===== config.mk =====
export PLATFORM = sky130hd
export DESIGN_NAME = dmem_arbiter_flat
export DESIGN_NICKNAME = d
export VERILOG_FILES = /design/src/rtl/dmem_arbiter_if.sv /design/src/rtl/dmem_arbiter.sv /design/src/flat_wrapper.sv
export SDC_FILE = /design/constraint.sdc
export NUM_CORES = 1
export LEC_CHECK = 0
export BUFFER_PORTS_ARGS = -buffer_cell sky130_fd_sc_hd__buf_2
export CORE_AREA = 2 2 119 121
export DETAILED_ROUTE_END_ITERATION = 10
export DIE_AREA = 0 0 121 123
export SLEW_MARGIN = 20
export SYNTH_ARGS = -nofsm -noshare
export SYNTH_HDL_FRONTEND = slang
export SYNTH_SLANG_ARGS = --single-unit

===== constraint.sdc =====
create_clock -name clk -period 5.5 [get_ports clk]
set_input_delay 0.825 -clock clk [delete_from_list [all_inputs] [get_ports clk]]
set_output_delay 0.825 -clock clk [all_outputs]
set_load 0.02 [all_outputs]

===== src/rtl/dmem_arbiter_if.sv =====
// dmem_arbiter_if: bundle of every bus signal around the data-memory arbiter.
//   core_*  : pipeline MEM-stage request (StallM back to the hazard unit)
//   ext_*   : external master request/response (valid/ready + registered read)
//   mem_*   : single-port dmem side (combinational read on mem_rd)
// Modports:
//   slave  : the arbiter's view
//   master : the requesters' + memory's view (core, external master, dmem)
interface dmem_arbiter_if;
  logic        core_req;
  logic        core_we;
  logic [3:0]  core_be;
  logic [31:0] core_addr;
  logic [31:0] core_wd;
  logic [31:0] core_rd;
  logic        StallM;

  logic        ext_valid;
  logic        ext_ready;
  logic        ext_we;
  logic [3:0]  ext_be;
  logic [31:0] ext_addr;
  logic [31:0] ext_wd;
  logic [31:0] ext_rdata;
  logic        ext_rvalid;

  logic        mem_we;
  logic [3:0]  mem_be;
  logic [31:0] mem_addr;
  logic [31:0] mem_wd;
  logic [31:0] mem_rd;

  modport slave (
    input  core_req, core_we, core_be, core_addr, core_wd,
    output core_rd, StallM,
    input  ext_valid, ext_we, ext_be, ext_addr, ext_wd,
    output ext_ready, ext_rdata, ext_rvalid,
    output mem_we, mem_be, mem_addr, mem_wd,
    input  mem_rd
  );

  modport master (
    output core_req, core_we, core_be, core_addr, core_wd,
    input  core_rd, StallM,
    output ext_valid, ext_we, ext_be, ext_addr, ext_wd,
    input  ext_ready, ext_rdata, ext_rvalid,
    input  mem_we, mem_be, mem_addr, mem_wd,
    output mem_rd
  );
endinterface


===== src/rtl/dmem_arbiter.sv =====
// dmem_arbiter: shares the single-port dmem between the core MEM stage and an
// external master. Core has priority; a starvation counter forces an external
// grant after STARVE_LIMIT consecutive contended core wins. External reads
// return through a registered response one cycle after the transfer.
// Ports:
//   clk   : rising-edge clock
//   reset : synchronous, active-high
//   bus   : dmem_arbiter_if.slave (core_*, ext_*, mem_* groups)
module dmem_arbiter #(
  parameter int STARVE_LIMIT = 4
) (
  input  logic            clk,
  input  logic            reset,
  dmem_arbiter_if.slave   bus
);
  // $clog2(1) is 0 for STARVE_LIMIT=0; keep at least one bit so the
  // counter stays a legal vector (it never leaves 0 in that case).
  localparam int CW = (STARVE_LIMIT > 0) ? $clog2(STARVE_LIMIT + 1) : 1;
  localparam logic [CW-1:0] LIMIT = CW'(STARVE_LIMIT);

  logic [CW-1:0] wait_cnt;
  logic          grant_ext;
  logic          grant_core;

  assign grant_ext  = !reset && bus.ext_valid && (!bus.core_req || wait_cnt == LIMIT);
  assign grant_core = !reset && bus.core_req && !grant_ext;

  assign bus.ext_ready = grant_ext;
  assign bus.StallM    = bus.core_req && grant_ext;
  assign bus.core_rd   = bus.mem_rd;

  // Address/data follow the core whenever the external port is not granted;
  // only the write strobe needs to be qualified by a grant.
  assign bus.mem_we   = (grant_ext && bus.ext_we) || (grant_core && bus.core_we);
  assign bus.mem_be   = grant_ext ? bus.ext_be   : bus.core_be;
  assign bus.mem_addr = grant_ext ? bus.ext_addr : bus.core_addr;
  assign bus.mem_wd   = grant_ext ? bus.ext_wd   : bus.core_wd;

  always_ff @(posedge clk) begin
    if (reset) begin
      wait_cnt       <= '0;
      bus.ext_rvalid <= 1'b0;
      bus.ext_rdata  <= '0;
    end else begin
      // Clear has priority: a dropped ext_valid never leaves a stale count.
      if (grant_ext || !bus.ext_valid)
        wait_cnt <= '0;
      else if (bus.core_req && grant_core && wait_cnt != LIMIT)
        wait_cnt <= wait_cnt + 1'b1;

      bus.ext_rvalid <= grant_ext && !bus.ext_we;
      if (grant_ext && !bus.ext_we)
        bus.ext_rdata <= bus.mem_rd;
    end
  end
endmodule

===== src/flat_wrapper.sv =====
// flat-port wrapper written by rule: the top's interface ports become plain ports
module dmem_arbiter_flat 
#(
  parameter int STARVE_LIMIT = 4
)
  (clk, reset, bus_core_req, bus_core_we, bus_core_be, bus_core_addr, bus_core_wd, bus_core_rd, bus_StallM, bus_ext_valid, bus_ext_we, bus_ext_be, bus_ext_addr, bus_ext_wd, bus_ext_ready, bus_ext_rdata, bus_ext_rvalid, bus_mem_we, bus_mem_be, bus_mem_addr, bus_mem_wd, bus_mem_rd);
  dmem_arbiter_if bus_i ();
  input  logic clk;
  input  logic reset;
  input wire logic [$bits(bus_i.core_req)-1:0] bus_core_req;
  input wire logic [$bits(bus_i.core_we)-1:0] bus_core_we;
  input wire logic [$bits(bus_i.core_be)-1:0] bus_core_be;
  input wire logic [$bits(bus_i.core_addr)-1:0] bus_core_addr;
  input wire logic [$bits(bus_i.core_wd)-1:0] bus_core_wd;
  output wire logic [$bits(bus_i.core_rd)-1:0] bus_core_rd;
  output wire logic [$bits(bus_i.StallM)-1:0] bus_StallM;
  input wire logic [$bits(bus_i.ext_valid)-1:0] bus_ext_valid;
  input wire logic [$bits(bus_i.ext_we)-1:0] bus_ext_we;
  input wire logic [$bits(bus_i.ext_be)-1:0] bus_ext_be;
  input wire logic [$bits(bus_i.ext_addr)-1:0] bus_ext_addr;
  input wire logic [$bits(bus_i.ext_wd)-1:0] bus_ext_wd;
  output wire logic [$bits(bus_i.ext_ready)-1:0] bus_ext_ready;
  output wire logic [$bits(bus_i.ext_rdata)-1:0] bus_ext_rdata;
  output wire logic [$bits(bus_i.ext_rvalid)-1:0] bus_ext_rvalid;
  output wire logic [$bits(bus_i.mem_we)-1:0] bus_mem_we;
  output wire logic [$bits(bus_i.mem_be)-1:0] bus_mem_be;
  output wire logic [$bits(bus_i.mem_addr)-1:0] bus_mem_addr;
  output wire logic [$bits(bus_i.mem_wd)-1:0] bus_mem_wd;
  input wire logic [$bits(bus_i.mem_rd)-1:0] bus_mem_rd;
  assign bus_i.core_req = bus_core_req;
  assign bus_i.core_we = bus_core_we;
  assign bus_i.core_be = bus_core_be;
  assign bus_i.core_addr = bus_core_addr;
  assign bus_i.core_wd = bus_core_wd;
  assign bus_core_rd = bus_i.core_rd;
  assign bus_StallM = bus_i.StallM;
  assign bus_i.ext_valid = bus_ext_valid;
  assign bus_i.ext_we = bus_ext_we;
  assign bus_i.ext_be = bus_ext_be;
  assign bus_i.ext_addr = bus_ext_addr;
  assign bus_i.ext_wd = bus_ext_wd;
  assign bus_ext_ready = bus_i.ext_ready;
  assign bus_ext_rdata = bus_i.ext_rdata;
  assign bus_ext_rvalid = bus_i.ext_rvalid;
  assign bus_mem_we = bus_i.mem_we;
  assign bus_mem_be = bus_i.mem_be;
  assign bus_mem_addr = bus_i.mem_addr;
  assign bus_mem_wd = bus_i.mem_wd;
  assign bus_i.mem_rd = bus_mem_rd;
  dmem_arbiter #(.STARVE_LIMIT(STARVE_LIMIT)) u_core (.clk(clk), .reset(reset), .bus(bus_i));
endmodule

==> impl_results.md <==
- Outcome: complete, no violations
- Nets@finish: roughly 720
- Synth area leaders: mux2_4, dfxtp_1, buf_4, buf_12, nand3_1
- Post CTS Setup Buffer Count: 0
- Post-synthesis compound-gate area fraction: under 10%
- Util after Layout: 31.5%
- GRT Max-Usage Layer: met2
- PortBufs: 309
- Clk pwr share: between 30 and 40%
- Finished Cell Area: about 4300 sq um
- Clk_skew: about 0.003 ns
- Vias per std cell: around 4.1
- Fin Setup TNS: 0 ns
- Vias in the first global route: around 2800
- Net Sw Power: between 200 and 300 uW
- Die Area: 14900 sq um
- Area growth from synthesis to layout: 53.9%
- Post-synthesis mux area share: 36.9%
- H-Tree Depth: 2
- Largest family of logic cells by synthesized area: multiplexers
- Post_cts resized: 0
- Post-DRT Antenna Nets: 0
- TritonCTS clock tree: built
- RSZ-0062 raised after global routing: no
- Synth Instances: 273
- Largest net degree at the start of global routing: 46
- DRC viols: 0
- Worst EP required: approximately 4.7 ns
- Max clock buf depth: 2
- Placed Area: between 4000 and 5000 sq um
- Post-synth net total: approximately 450
- Pwr Total: about 870 uW
- Leading area contributor after synthesis: mux2_4
- Unique masters post-synth: 24
- LEAKAGE: between 2 and 2.5 nW
- Worst-path fanout max: between 40 and 50
- Reg2Reg Depth: 7
- Final setup fails: 0
- Die height: around 120 microns
- Minimum clock period: 3.99 ns
- Footprint of the multi-input gates: between 1500 and 2000 sq um
- Setup slack after layout: approximately 1.5 ns
- Most common cell in the netlist: mux2_4
- Hold Vio Cnt, Final: 0
- Clk root buf: clkbuf_16
- Hold Slack: between 0.4 and 0.5 ns
- Non-Filler Instances: 722
- Initial DRC count: ~80
- Peak supply drop: about 0.00012 V
- Pwr dens: 202 nW/um^2
- Post-synthesis xor/xnor area fraction: 0%
- Met2 usage: around a quarter
- Layout cells sized above 1: 72.1%
- Num CTS Buffers: 5
- Synthesized area: 2790 sq um
- CP arrival: ~3.2 ns
- Comb power frac: 35.6%
- Seq/Total Area, Yosys: roughly a quarter
- Hold buffers post-CTS: 0
- I/O Pins: 310
- GRT Total Usage: between 10 and 15%
- Post-Synth Simple-Gate Area: about an eighth
- Met3 usage: just over 4%
- Final WL: between 10000 and 15000 microns
- # fillers: about 1500
- Slew margin rel.: 44.8%
- Total gr overflow: 0
- Setup CP Type: primary input to output port
- Via count: slightly below 3000
- Placed cell count: roughly 710
- CP endpoint kind: output port
- Post-Syn Area per Cell: ~10 sq um
- Synthesized flop and latch total: 36
- # diodes: 0
- Max-Cap Viols: 0
- Sequential power share: between 30% and 40%
- Achievable clock frequency: roughly 250 MHz
- Synth Flop Type: dfxtp_1
- Worst Max-Slew Pin Slew: just over 0.8 ns
- Final period util: about 73%
- Max-slew violations: 0
- Met1 Use GR: 16.3%
- Hold Path Class: flip-flop to flip-flop
- Adder-cell share of the synthesized area: less than 1%
- Worst-path clk slew: about 0.050 ns
- Place WS: 1.52 ns
- Worst Hold Depth: 2
- Asr flop ratio synth: 0%
- Routed WL per cell: around 16 microns
- Yosys warnings: 0
- Chip Width: between 100 and 150 microns
- DRT Pass-1 Iters: 4
- Area occupied by registers: just over 700 sq um
- Worst skew pair latency: 0.28 ns
- Synth top cells by count: mux2_4, dfxtp_1
- Placer Congestion: 0.784
- First-pass GRT wire length: 15800 microns
- Cell row count: 43
- Placeable Area: 13600 sq um
- Initial Util: between 20% and 30%
- Pint: ~600 uW
- EDFF count, synth: 0
- Initial antenna violation count: 0
- Launching element type of the critical path: primary input
- Clk sinks: 36
- Post-detail-place hpwl: 9760 microns
- Switch share: 31.6%
- Synth top area share: 36.1%
==> cells by family (layout without fill, tap and decap cells) <==
group | after synthesis | after routing
multiplexers | 69 | 69
AO/OA/AOI/OAI | 35 | 35
adder cells (fa/ha/maj) | 2 | 2
flip-flops | 36 | 36
buffers and inverters | 57 | 326
AND/OR/NAND/NOR | 74 | 74
==> worst paths after layout <==
kind	start	end	slack (ns)
worst max-delay path	reset	bus_mem_addr[10]	1.51
worst min-delay path	u_core.bus.ext_rdata[28]	u_core.bus.ext_rdata[28]	0.44
worst max register to register	u_core.wait_cnt[0]	u_core.bus.ext_rdata[20]	3.67
worst min register to register	u_core.bus.ext_rdata[28]	u_core.bus.ext_rdata[28]	0.44
==> per-layer routing <==
layer | wire length (microns) | up-vias
li1 | - | 1447
met4 | 192 | 0
met5 | 0 | -
met2 | 5840 | 174
met1 | 4470 | 1323
met3 | 1210 | 10
==> power groups by stage <==
| stage | combinational (mW) | sequential, mW | clock, mW |
|---|---|---|---|
| final | 0.308 | 0.274 | 0.284 |
| after global routing | 0.328 | 0.275 | 0.302 |
| after detailed placement | 0.311 | 0.279 | 0 |
| after global placement | 0.311 | 0.280 | 0 |
| after floorplan | 0.185 | 0.290 | 0 |
| after CTS | 0.312 | 0.274 | 0.293 |
==> final cells by class <==
type / count / share of cell area [%]
multi-input cells: 180 / 37.1
repair buffers: 315 / 37.1
flip-flops and latches: 36 / 16.8
well taps: 180 / 5.25
clock buffers: 8 / 3.41
inverters: 3 / 0.263
==> state kept, by name (all words and copies together), names as in the netlist <==
name / flops
u_core.bus.ext_rdata: 32
u_core.wait_cnt: 3
u_core.bus.ext_rvalid: 1
==> worst max-delay path: stages <==
cell    delay [ns]
buf_2         0.13
inv_2         0.43
and3_4        0.84
buf_4         0.39
mux2_4        0.33
buf_2         0.16
==> placed cells by master (no fill, tap or decap), drive strengths merged <==
cell       n
buf      315
a2bb2oi    1
nand3     32
nor3b      1
mux2i      1
ha         2
dfxtp     36
mux2      68
and2       4
a21oi      1
clkbuf     8
inv        3
a21bo      1
o21ai     32
nor2       2
and3       2
nand3b     1
nand2     32
(Power assumes the default switching activity.)
